## src/rtl/hpdcache_pkg.sv

```systemverilog
// Shared HPDcache types used by the MSHR controller: sequencer state encoding
// and the packed record held by the acknowledge info buffer.
package hpdcache_pkg;

    // Default field widths; the controller's parameters default to these so the
    // info record and the port widths stay aligned. Override them together.
    localparam int unsigned MshrCtrlTidWidth  = 6;
    localparam int unsigned MshrCtrlSidWidth  = 3;
    localparam int unsigned MshrCtrlSetWidth  = 7;
    localparam int unsigned MshrCtrlTagWidth  = 27;
    localparam int unsigned MshrCtrlWayWidth  = 2;
    localparam int unsigned MshrCtrlWordWidth = 3;

    typedef enum logic [1:0] {
        StIdle  = 2'd0,
        StCheck = 2'd1,
        StAckRd = 2'd2
    } mshr_ctrl_state_e;

    typedef struct packed {
        logic [MshrCtrlTidWidth-1:0]  tid;
        logic [MshrCtrlSidWidth-1:0]  sid;
        logic [MshrCtrlSetWidth-1:0]  set;
        logic [MshrCtrlWayWidth-1:0]  way;
        logic [MshrCtrlTagWidth-1:0]  tag;
        logic [MshrCtrlWordWidth-1:0] word;
        logic                         need_rsp;
        logic                         is_prefetch;
        logic                         wback;
    } mshr_ack_info_t;

endpackage

```

## src/rtl/hpdcache_mshr_ctrl_infobuf.sv

```systemverilog
// Single-entry valid/ready holding buffer for MSHR acknowledge info.
// A push always wins over a drain in the same cycle; the controller only
// pushes once the previous entry has left.
module hpdcache_mshr_ctrl_infobuf
    import hpdcache_pkg::*;
#(
    parameter type info_t = mshr_ack_info_t
) (
    input  logic  clk_i,
    input  logic  rst_ni,
    input  logic  push_i,
    input  info_t push_data_i,
    output logic  valid_o,
    input  logic  ready_i,
    output info_t data_o
);

    logic  valid_q, valid_d;
    info_t data_q;

    // Occupancy: set on push, cleared on handshake.
    always_comb begin
        valid_d = valid_q;
        if (push_i) begin
            valid_d = 1'b1;
        end else if (valid_q && ready_i) begin
            valid_d = 1'b0;
        end
    end

    // Entry storage, cleared on reset so the outputs read as zero.
    always_ff @(posedge clk_i or negedge rst_ni) begin
        if (!rst_ni) begin
            valid_q <= 1'b0;
            data_q  <= '0;
        end else begin
            valid_q <= valid_d;
            if (push_i) begin
                data_q <= push_data_i;
            end
        end
    end

    assign valid_o = valid_q;
    assign data_o  = data_q;

endmodule

```

## src/rtl/hpdcache_mshr_ctrl.sv

```systemverilog
// Sequencer/arbiter in front of the HPDcache MSHR single port. Misses run as
// check then optional allocate; refill acknowledges run as ack, one read cycle,
// then a buffered info hand-off. Acks never overlap check/alloc and a waiting
// miss is granted after at most StarveMax consecutive ack grants.
// Optional build macro: HPDCACHE_MSHR_CTRL_PERF_EN adds saturating event counters.
module hpdcache_mshr_ctrl
    import hpdcache_pkg::*;
#(
    parameter int unsigned NlineWidth   = 34,
    parameter int unsigned SetWidth     = MshrCtrlSetWidth,
    parameter int unsigned TagWidth     = NlineWidth - SetWidth,
    parameter int unsigned MshrSetWidth = 2,
    parameter int unsigned MshrWayWidth = 2,
    parameter int unsigned TidWidth     = MshrCtrlTidWidth,
    parameter int unsigned SidWidth     = MshrCtrlSidWidth,
    parameter int unsigned WordWidth    = MshrCtrlWordWidth,
    parameter int unsigned WayWidth     = MshrCtrlWayWidth,
    parameter int unsigned StarveMax    = 4
) (
    input  logic                             clk_i,
    input  logic                             rst_ni,
    // miss requests
    input  logic                             miss_valid_i,
    output logic                             miss_ready_o,
    input  logic [NlineWidth-1:0]            miss_nline_i,
    input  logic [TidWidth-1:0]              miss_tid_i,
    input  logic [SidWidth-1:0]              miss_sid_i,
    input  logic [WordWidth-1:0]             miss_word_i,
    input  logic [WayWidth-1:0]              miss_victim_way_i,
    input  logic                             miss_need_rsp_i,
    input  logic                             miss_is_prefetch_i,
    input  logic                             miss_wback_i,
    output logic                             miss_rsp_valid_o,
    output logic                             miss_rsp_hit_o,
    output logic                             miss_rsp_full_o,
    output logic [MshrWayWidth+MshrSetWidth-1:0] miss_rsp_id_o,
    // refill acknowledges
    input  logic                             refill_valid_i,
    output logic                             refill_ready_o,
    input  logic [MshrWayWidth+MshrSetWidth-1:0] refill_id_i,
    // acknowledge info hand-off
    output logic                             info_valid_o,
    input  logic                             info_ready_i,
    output logic [TidWidth-1:0]              info_tid_o,
    output logic [SidWidth-1:0]              info_sid_o,
    output logic [SetWidth-1:0]              info_set_o,
    output logic [TagWidth-1:0]              info_tag_o,
    output logic [WayWidth-1:0]              info_way_o,
    output logic [WordWidth-1:0]             info_word_o,
    output logic                             info_need_rsp_o,
    output logic                             info_is_prefetch_o,
    output logic                             info_wback_o,
    // MSHR check
    output logic                             mshr_check_o,
    output logic [SetWidth-1:0]              mshr_check_set_o,
    output logic [TagWidth-1:0]              mshr_check_tag_o,
    input  logic                             mshr_hit_i,
    input  logic                             mshr_alloc_full_i,
    input  logic [MshrWayWidth-1:0]          mshr_alloc_way_i,
    // MSHR allocate
    output logic                             mshr_alloc_o,
    output logic                             mshr_alloc_cs_o,
    output logic [NlineWidth-1:0]            mshr_alloc_nline_o,
    output logic [TidWidth-1:0]              mshr_alloc_tid_o,
    output logic [SidWidth-1:0]              mshr_alloc_sid_o,
    output logic [WordWidth-1:0]             mshr_alloc_word_o,
    output logic [WayWidth-1:0]              mshr_alloc_victim_way_o,
    output logic                             mshr_alloc_need_rsp_o,
    output logic                             mshr_alloc_is_prefetch_o,
    output logic                             mshr_alloc_wback_o,
    // MSHR acknowledge
    output logic                             mshr_ack_o,
    output logic                             mshr_ack_cs_o,
    output logic [MshrSetWidth-1:0]          mshr_ack_set_o,
    output logic [MshrWayWidth-1:0]          mshr_ack_way_o,
    input  logic [TidWidth-1:0]              mshr_ack_tid_i,
    input  logic [SidWidth-1:0]              mshr_ack_sid_i,
    input  logic [SetWidth-1:0]              mshr_ack_set_i,
    input  logic [WayWidth-1:0]              mshr_ack_way_i,
    input  logic [TagWidth-1:0]              mshr_ack_tag_i,
    input  logic [WordWidth-1:0]             mshr_ack_word_i,
    input  logic                             mshr_ack_need_rsp_i,
    input  logic                             mshr_ack_is_prefetch_i,
    input  logic                             mshr_ack_wback_i
`ifdef HPDCACHE_MSHR_CTRL_PERF_EN
    ,
    output logic [31:0]                      perf_hit_o,
    output logic [31:0]                      perf_full_o,
    output logic [31:0]                      perf_alloc_o,
    output logic [31:0]                      perf_ack_o
`endif
);

    localparam int unsigned IdWidth        = MshrWayWidth + MshrSetWidth;
    localparam int unsigned StarveCntWidth = $clog2(StarveMax + 1);

    mshr_ctrl_state_e          state_q, state_d;
    logic [StarveCntWidth-1:0] starve_cnt_q, starve_cnt_d;

    logic ack_eligible, miss_prio, grant_ack, grant_miss;
    logic in_check, chk_hit, chk_full, do_alloc, info_push;

    // Latched miss request
    logic [NlineWidth-1:0] req_nline_q;
    logic [TidWidth-1:0]   req_tid_q;
    logic [SidWidth-1:0]   req_sid_q;
    logic [WordWidth-1:0]  req_word_q;
    logic [WayWidth-1:0]   req_victim_way_q;
    logic                  req_need_rsp_q, req_is_prefetch_q, req_wback_q;

    // Registered miss result
    logic               rsp_valid_q, rsp_hit_q, rsp_full_q;
    logic [IdWidth-1:0] rsp_id_q;

    mshr_ack_info_t ack_info, info_q;

    // Idle-state arbitration between refill acks and misses.
    always_comb begin
        ack_eligible = refill_valid_i && (!info_valid_o || info_ready_i);
        miss_prio    = miss_valid_i && (starve_cnt_q == StarveCntWidth'(StarveMax));
        grant_ack    = (state_q == StIdle) && ack_eligible && !miss_prio;
        grant_miss   = (state_q == StIdle) && miss_valid_i && !grant_ack;
        in_check     = (state_q == StCheck);
        // A hit masks a simultaneous full indication.
        chk_hit      = in_check && mshr_hit_i;
        chk_full     = in_check && !mshr_hit_i && mshr_alloc_full_i;
        do_alloc     = in_check && !mshr_hit_i && !mshr_alloc_full_i;
        info_push    = (state_q == StAckRd);
    end

    // Count ack grants that bypass a waiting miss.
    always_comb begin
        starve_cnt_d = starve_cnt_q;
        if (!miss_valid_i || grant_miss) begin
            starve_cnt_d = '0;
        end else if (grant_ack && (starve_cnt_q < StarveCntWidth'(StarveMax))) begin
            starve_cnt_d = starve_cnt_q + StarveCntWidth'(1);
        end
    end

    // FSM next state.
    always_comb begin
        state_d = state_q;
        unique case (state_q)
            StIdle: begin
                if (grant_miss) begin
                    state_d = StCheck;
                end else if (grant_ack) begin
                    state_d = StAckRd;
                end
            end
            StCheck: state_d = StIdle;
            StAckRd: state_d = StIdle;
            default: state_d = StIdle;
        endcase
    end

    // FSM state and starvation counter registers.
    always_ff @(posedge clk_i or negedge rst_ni) begin
        if (!rst_ni) begin
            state_q      <= StIdle;
            starve_cnt_q <= '0;
        end else begin
            state_q      <= state_d;
            starve_cnt_q <= starve_cnt_d;
        end
    end

    // FSM outputs: MSHR port commands and requester handshakes.
    always_comb begin
        miss_ready_o             = 1'b0;
        refill_ready_o           = 1'b0;
        mshr_check_o             = 1'b0;
        mshr_check_set_o         = '0;
        mshr_check_tag_o         = '0;
        mshr_alloc_o             = 1'b0;
        mshr_alloc_cs_o          = 1'b0;
        mshr_alloc_nline_o       = '0;
        mshr_alloc_tid_o         = '0;
        mshr_alloc_sid_o         = '0;
        mshr_alloc_word_o        = '0;
        mshr_alloc_victim_way_o  = '0;
        mshr_alloc_need_rsp_o    = 1'b0;
        mshr_alloc_is_prefetch_o = 1'b0;
        mshr_alloc_wback_o       = 1'b0;
        mshr_ack_o               = 1'b0;
        mshr_ack_cs_o            = 1'b0;
        mshr_ack_set_o           = '0;
        mshr_ack_way_o           = '0;
        unique case (state_q)
            StIdle: begin
                if (grant_miss) begin
                    miss_ready_o     = 1'b1;
                    mshr_check_o     = 1'b1;
                    mshr_check_set_o = miss_nline_i[SetWidth-1:0];
                end
                if (grant_ack) begin
                    refill_ready_o = 1'b1;
                    mshr_ack_o     = 1'b1;
                    mshr_ack_cs_o  = 1'b1;
                    mshr_ack_set_o = refill_id_i[MshrSetWidth-1:0];
                    mshr_ack_way_o = refill_id_i[IdWidth-1:MshrSetWidth];
                end
            end
            StCheck: begin
                mshr_check_tag_o = req_nline_q[NlineWidth-1:SetWidth];
                if (do_alloc) begin
                    mshr_alloc_o             = 1'b1;
                    mshr_alloc_cs_o          = 1'b1;
                    mshr_alloc_nline_o       = req_nline_q;
                    mshr_alloc_tid_o         = req_tid_q;
                    mshr_alloc_sid_o         = req_sid_q;
                    mshr_alloc_word_o        = req_word_q;
                    mshr_alloc_victim_way_o  = req_victim_way_q;
                    mshr_alloc_need_rsp_o    = req_need_rsp_q;
                    mshr_alloc_is_prefetch_o = req_is_prefetch_q;
                    mshr_alloc_wback_o       = req_wback_q;
                end
            end
            default: ;
        endcase
    end

    // Capture the granted miss for the check/alloc cycle.
    always_ff @(posedge clk_i or negedge rst_ni) begin
        if (!rst_ni) begin
            req_nline_q       <= '0;
            req_tid_q         <= '0;
            req_sid_q         <= '0;
            req_word_q        <= '0;
            req_victim_way_q  <= '0;
            req_need_rsp_q    <= 1'b0;
            req_is_prefetch_q <= 1'b0;
            req_wback_q       <= 1'b0;
        end else if (grant_miss) begin
            req_nline_q       <= miss_nline_i;
            req_tid_q         <= miss_tid_i;
            req_sid_q         <= miss_sid_i;
            req_word_q        <= miss_word_i;
            req_victim_way_q  <= miss_victim_way_i;
            req_need_rsp_q    <= miss_need_rsp_i;
            req_is_prefetch_q <= miss_is_prefetch_i;
            req_wback_q       <= miss_wback_i;
        end
    end

    // One-cycle miss result pulse following the check cycle.
    always_ff @(posedge clk_i or negedge rst_ni) begin
        if (!rst_ni) begin
            rsp_valid_q <= 1'b0;
            rsp_hit_q   <= 1'b0;
            rsp_full_q  <= 1'b0;
            rsp_id_q    <= '0;
        end else begin
            rsp_valid_q <= in_check;
            rsp_hit_q   <= chk_hit;
            rsp_full_q  <= chk_full;
            rsp_id_q    <= do_alloc ? {mshr_alloc_way_i, req_nline_q[MshrSetWidth-1:0]} : '0;
        end
    end

    assign miss_rsp_valid_o = rsp_valid_q;
    assign miss_rsp_hit_o   = rsp_hit_q;
    assign miss_rsp_full_o  = rsp_full_q;
    assign miss_rsp_id_o    = rsp_id_q;

    // Pack the MSHR read data returned in the ack-read cycle.
    always_comb begin
        ack_info             = '0;
        ack_info.tid         = mshr_ack_tid_i;
        ack_info.sid         = mshr_ack_sid_i;
        ack_info.set         = mshr_ack_set_i;
        ack_info.way         = mshr_ack_way_i;
        ack_info.tag         = mshr_ack_tag_i;
        ack_info.word        = mshr_ack_word_i;
        ack_info.need_rsp    = mshr_ack_need_rsp_i;
        ack_info.is_prefetch = mshr_ack_is_prefetch_i;
        ack_info.wback       = mshr_ack_wback_i;
    end

    hpdcache_mshr_ctrl_infobuf #(
        .info_t (mshr_ack_info_t)
    ) i_infobuf (
        .clk_i       (clk_i),
        .rst_ni      (rst_ni),
        .push_i      (info_push),
        .push_data_i (ack_info),
        .valid_o     (info_valid_o),
        .ready_i     (info_ready_i),
        .data_o      (info_q)
    );

    assign info_tid_o         = info_q.tid;
    assign info_sid_o         = info_q.sid;
    assign info_set_o         = info_q.set;
    assign info_tag_o         = info_q.tag;
    assign info_way_o         = info_q.way;
    assign info_word_o        = info_q.word;
    assign info_need_rsp_o    = info_q.need_rsp;
    assign info_is_prefetch_o = info_q.is_prefetch;
    assign info_wback_o       = info_q.wback;

`ifdef HPDCACHE_MSHR_CTRL_PERF_EN
    logic [3:0]  perf_evt;
    logic [31:0] perf_cnt_q [4];

    assign perf_evt = {grant_ack, do_alloc, chk_full, chk_hit};

    // Saturating event counters: hit, full, alloc, ack.
    always_ff @(posedge clk_i or negedge rst_ni) begin
        if (!rst_ni) begin
            for (int i = 0; i < 4; i++) begin
                perf_cnt_q[i] <= '0;
            end
        end else begin
            for (int i = 0; i < 4; i++) begin
                if (perf_evt[i] && (perf_cnt_q[i] != '1)) begin
                    perf_cnt_q[i] <= perf_cnt_q[i] + 32'd1;
                end
            end
        end
    end

    assign perf_hit_o   = perf_cnt_q[0];
    assign perf_full_o  = perf_cnt_q[1];
    assign perf_alloc_o = perf_cnt_q[2];
    assign perf_ack_o   = perf_cnt_q[3];
`else
    // Event counters are not built in this configuration.
`endif

endmodule
```

## config.mk

```make
export PLATFORM = sky130hd
export DESIGN_NAME = hpdcache_mshr_ctrl
export DESIGN_NICKNAME = d
export VERILOG_FILES = /design/src/rtl/hpdcache_pkg.sv /design/src/rtl/hpdcache_mshr_ctrl_infobuf.sv /design/src/rtl/hpdcache_mshr_ctrl.sv
export SDC_FILE = /design/constraint.sdc
export NUM_CORES = 1
export LEC_CHECK = 0
export CAP_MARGIN = 20
export CORE_MARGIN = 2
export CORE_UTILIZATION = 39
export DETAILED_ROUTE_END_ITERATION = 10
export HOLD_SLACK_MARGIN = 0.05
export PLACE_DENSITY = 0.8
export SYNTH_ARGS = -nofsm -noshare
export SYNTH_HDL_FRONTEND = slang
export SYNTH_SLANG_ARGS = --single-unit
```

## constraint.sdc

```tcl
create_clock -name clk_i -period 3.3 [get_ports clk_i]
set_clock_uncertainty 0.2 [all_clocks]
set_input_delay 0.99 -clock clk_i [delete_from_list [all_inputs] [get_ports clk_i]]
set_output_delay 0.99 -clock clk_i [all_outputs]
set_load 0.005 [all_outputs]
```

==> impl_metrics.env <==
export IMPL_synth_compound_area_share_pct=1.73
export IMPL_finalWirelength_mm=15.5
export IMPL_worstHoldPathType="flip-flop to flip-flop"
export IMPL_dpl_cell_count=805
export IMPL_grt_overflow=0
export IMPL_status="completed"
export IMPL_finalSetupViolCount=0
export IMPL_ir_worst_vdd_mv=0.476
export IMPL_synth_fp_nets=484
export IMPL_clock_sinks=115
export IMPL_reg2reg_slack_ns=0.53
export IMPL_max_stage_delay_ns=0.38
export IMPL_finalMaxSlewViolations=0
export IMPL_grt_pass1_wl_mm=23.0
export IMPL_dr_pass1_iters=6
export IMPL_p_int_mw=4.38
export IMPL_die_area_sq_um=13700
export IMPL_synth_area_sq_um=4980
export IMPL_ys_warnings_count=0
export IMPL_whs_path_depth=1
export IMPL_avgRoutedWirePerCell_microns=18.0
export IMPL_clk_pin_slew_worst_paths_ns=0.05
export IMPL_p_comb_share_pct=28.4
export IMPL_initial_utilization_pct=39.7
export IMPL_via_count=4068
export IMPL_drv_cap=0
export IMPL_nets=792
export IMPL_diodes=0
export IMPL_cts_made_buffers=17
export IMPL_finalCritPeriodShare_pct=98.8
export IMPL_place_hpwl_mm=10.5
export IMPL_rr_worst_depth=10
export IMPL_switching_power_mw=1.42
export IMPL_tritoncts="built"
export IMPL_synthCells=367
export IMPL_final_cells=859
export IMPL_die_h_microns=117
export IMPL_pin_count=270
export IMPL_period_needed_ns=3.26
export IMPL_viasPerCell=4.74
export IMPL_synth_simple_area_share_pct=13.8
export IMPL_switching_share_pct=24.5
export IMPL_drt_initial_drc_count=185
export IMPL_share_seq_of_total_power_pct=37.3
export IMPL_r2r_end="req_nline_q[26]"
export IMPL_fmax_ghz=0.307
export IMPL_hold_end="req_wback_q"
export IMPL_antenna_left=0
export IMPL_start_kind="input port"
export IMPL_dieWidth_microns=117
export IMPL_p_leak_nw=3.94
export IMPL_arrival_ns=2.07
export IMPL_grt_usage_pct=22.8
export IMPL_grt_max_degree=49
export IMPL_synth_top_family_by_area="multiplexers"
export IMPL_synthMuxAreaShare_pct=23.0
export IMPL_r2r_start="state_q[1]"
export IMPL_cpMostUsedCell="buf_6"
export IMPL_syn_to_final_growth_pct=75.8
export IMPL_yosysTopAreaCell="dfrtp_1"
export IMPL_max_slew_margin_pct=58.6
export IMPL_place_ws_ns=-0.738
export IMPL_routabilityCongestion=0.863
export IMPL_required_ns=2.11
export IMPL_drc=0
export IMPL_drive_above_1_share_pct=36.0
export IMPL_avgSynthCellArea_sq_um=13.6
export IMPL_setup_slack_ns=0.0409
export IMPL_path_class="input port to output pin"
export IMPL_yosysUniqueCellTypes=29
export IMPL_row_count=41
export IMPL_crit_path_top_delay_cell="or3b_4"
export IMPL_synth_seq_cells=115
export IMPL_grt_pass1_vias=4277
export IMPL_hold_viol_final=0
export IMPL_worst_pin_slew_ns=0.621
export IMPL_crit_fanout=5
export IMPL_synthXorXnorAreaFrac_pct=0
export IMPL_cts_buffer_depth=2
export IMPL_worstPathCellList="buf_6, or3b_4, a31oi_4, buf_6, buf_12, buf_16, buf_6"
export IMPL_min_from="req_wback_q"
export IMPL_cp_end_kind="output pin"
export IMPL_seq_area_frac_synth_pct=57.7
export IMPL_synth_fa_ha_area_share_pct=0.502
export IMPL_p_per_area_nw_per_um2=662
export IMPL_clkPwrFrac_pct=34.3
export IMPL_antenna_found_initial=0
export IMPL_synthTopCellsByArea="dfrtp_1, mux2_2, and2_1, buf_4, and3_1"
export IMPL_h_tree_depth=4
export IMPL_clk_latency_ns=0.41
export IMPL_cts_root_buf="clkbuf_16"
export IMPL_core_sq_um=12600
export IMPL_synth_top_area_share_pct=57.7
export IMPL_portBuffers=269
-- kinds of logic (layout without fill, tap and decap cells) --
| family | after synthesis | count (layout) |
|---|---|---|
| AO/OA/AOI/OAI | 10 | 10 |
| adder cells (fa/ha/maj) | 2 | 2 |
| buffers and inverters | 28 | 348 |
| flip-flops | 115 | 115 |
| multiplexers | 102 | 102 |
| AND/OR/NAND/NOR | 110 | 110 |
-- worst max-delay path, delay by kind of cell --
family          cells  cell delay (ns)
buf+inv             5             0.50
compound gates      1             0.20
simple gates        1             0.38
-- registers in the layout, summed over array words and instances, names as in the netlist, 3 cells and up --
name,cells
req_nline_q,34
starve_cnt_q,3
i_infobuf.data_o,51
req_tid_q,6
req_sid_q,3
req_word_q,3
miss_rsp_id_o,4
-- worst max path at each step --
stage	from	end	slack, ns	cells past startpoint
after floorplan	miss_valid_i	mshr_check_set_o[0]	0.11	5
after global placement	miss_valid_i	mshr_check_set_o[6]	-0.73	6
after detailed placement	miss_valid_i	mshr_check_set_o[3]	-0.74	6
after CTS	mshr_alloc_full_i	mshr_alloc_o	-0.004	5
after global routing	mshr_hit_i	mshr_alloc_nline_o[33]	-0.008	7
final	miss_valid_i	miss_ready_o	0.04	7
-- per-layer routing --
layer	track usage, %	routed length, microns	vias up
li1	-	-	1864
met1	24.1	5700	1957
met2	39.2	7560	218
met3	10.5	1820	29
met4	9.80	407	0
met5	0	0	-
-- metrics by stage --
stage          util (%)  hold slack, ns  cell area, sq um  power [mW]  setup TNS (ns)
2_1_floorplan         -           0.249              4980        2.74               0
3_3_place_gp       63.3           0.261              7960        3.71          -36.45
3_5_place_dp       63.3           0.273              7960        3.78          -37.08
4_1_cts            70.4           0.285              8850        5.84        -0.00396
5_1_grt            69.7           0.310              8760        6.08         -0.0133
6_report           69.7           0.297              8760        5.80               0
-- power groups by stage --
| stage | registers (mW) | clock network [mW] | logic (mW) |
|---|---|---|---|
| final | 2.16 | 1.99 | 1.65 |
| after CTS | 2.16 | 2.02 | 1.67 |
| after floorplan | 2.12 | 0 | 0.621 |
| after global placement | 2.15 | 0 | 1.57 |
| after global routing | 2.22 | 2.09 | 1.77 |
| after detailed placement | 2.17 | 0 | 1.60 |
-- cell usage after synthesis (all sizes together) --
| cell | instances |
|---|---|
| a21o | 1 |
| a31oi | 3 |
| and2 | 92 |
| and2b | 1 |
| and3 | 5 |
| and3b | 2 |
| buf | 17 |
| clkbuf | 8 |
| dfrtp | 115 |
| ha | 2 |
| inv | 3 |
| mux2 | 102 |
| nand2b | 1 |
| nand3 | 4 |
| nand3b | 1 |
| nor2 | 2 |
| nor3b | 1 |
| o211ai | 1 |
| o21a | 1 |
| o21ai | 1 |
| o221ai | 1 |
| o22ai | 1 |
| o311a | 1 |
| or3b | 1 |
-- layout by cell type, fill, tap and decap left out, types with 3 or more instances in the layout --
master / n
clkdlybuf4s50_1: 194
dfrtp_1: 114
mux2_2: 100
and2_1: 85
clkbuf_2: 32
buf_4: 25
buf_2: 18
clkbuf_16: 17
buf_6: 15
dlygate4sd2_1: 10
and2_4: 7
buf_12: 7
clkdlybuf4s15_1: 6
bufinv_16: 5
buf_16: 5
and3_1: 4
inv_1: 3
nand3_1: 3
clkinv_2: 3
-- final cells by class --
cell class	count	area [sq um]
timing repair buffer	314	3000
multi-input combinational	224	2020
clock buffer	21	460
fill	888	3810
sequential	115	2880
clock inverter	10	180
inverter	3	11.3
tap	172	215
-- repair_timing --
action | CTS | global route
pin swaps | 3 | 2
hold buffers | 0 | 0
endpoints found under the setup margin | 73 | 55
buffers inserted | 20 | 0
cloned | 5 | 0
resized for setup | 168 | 85
Power figures use the tool's default switching activity.
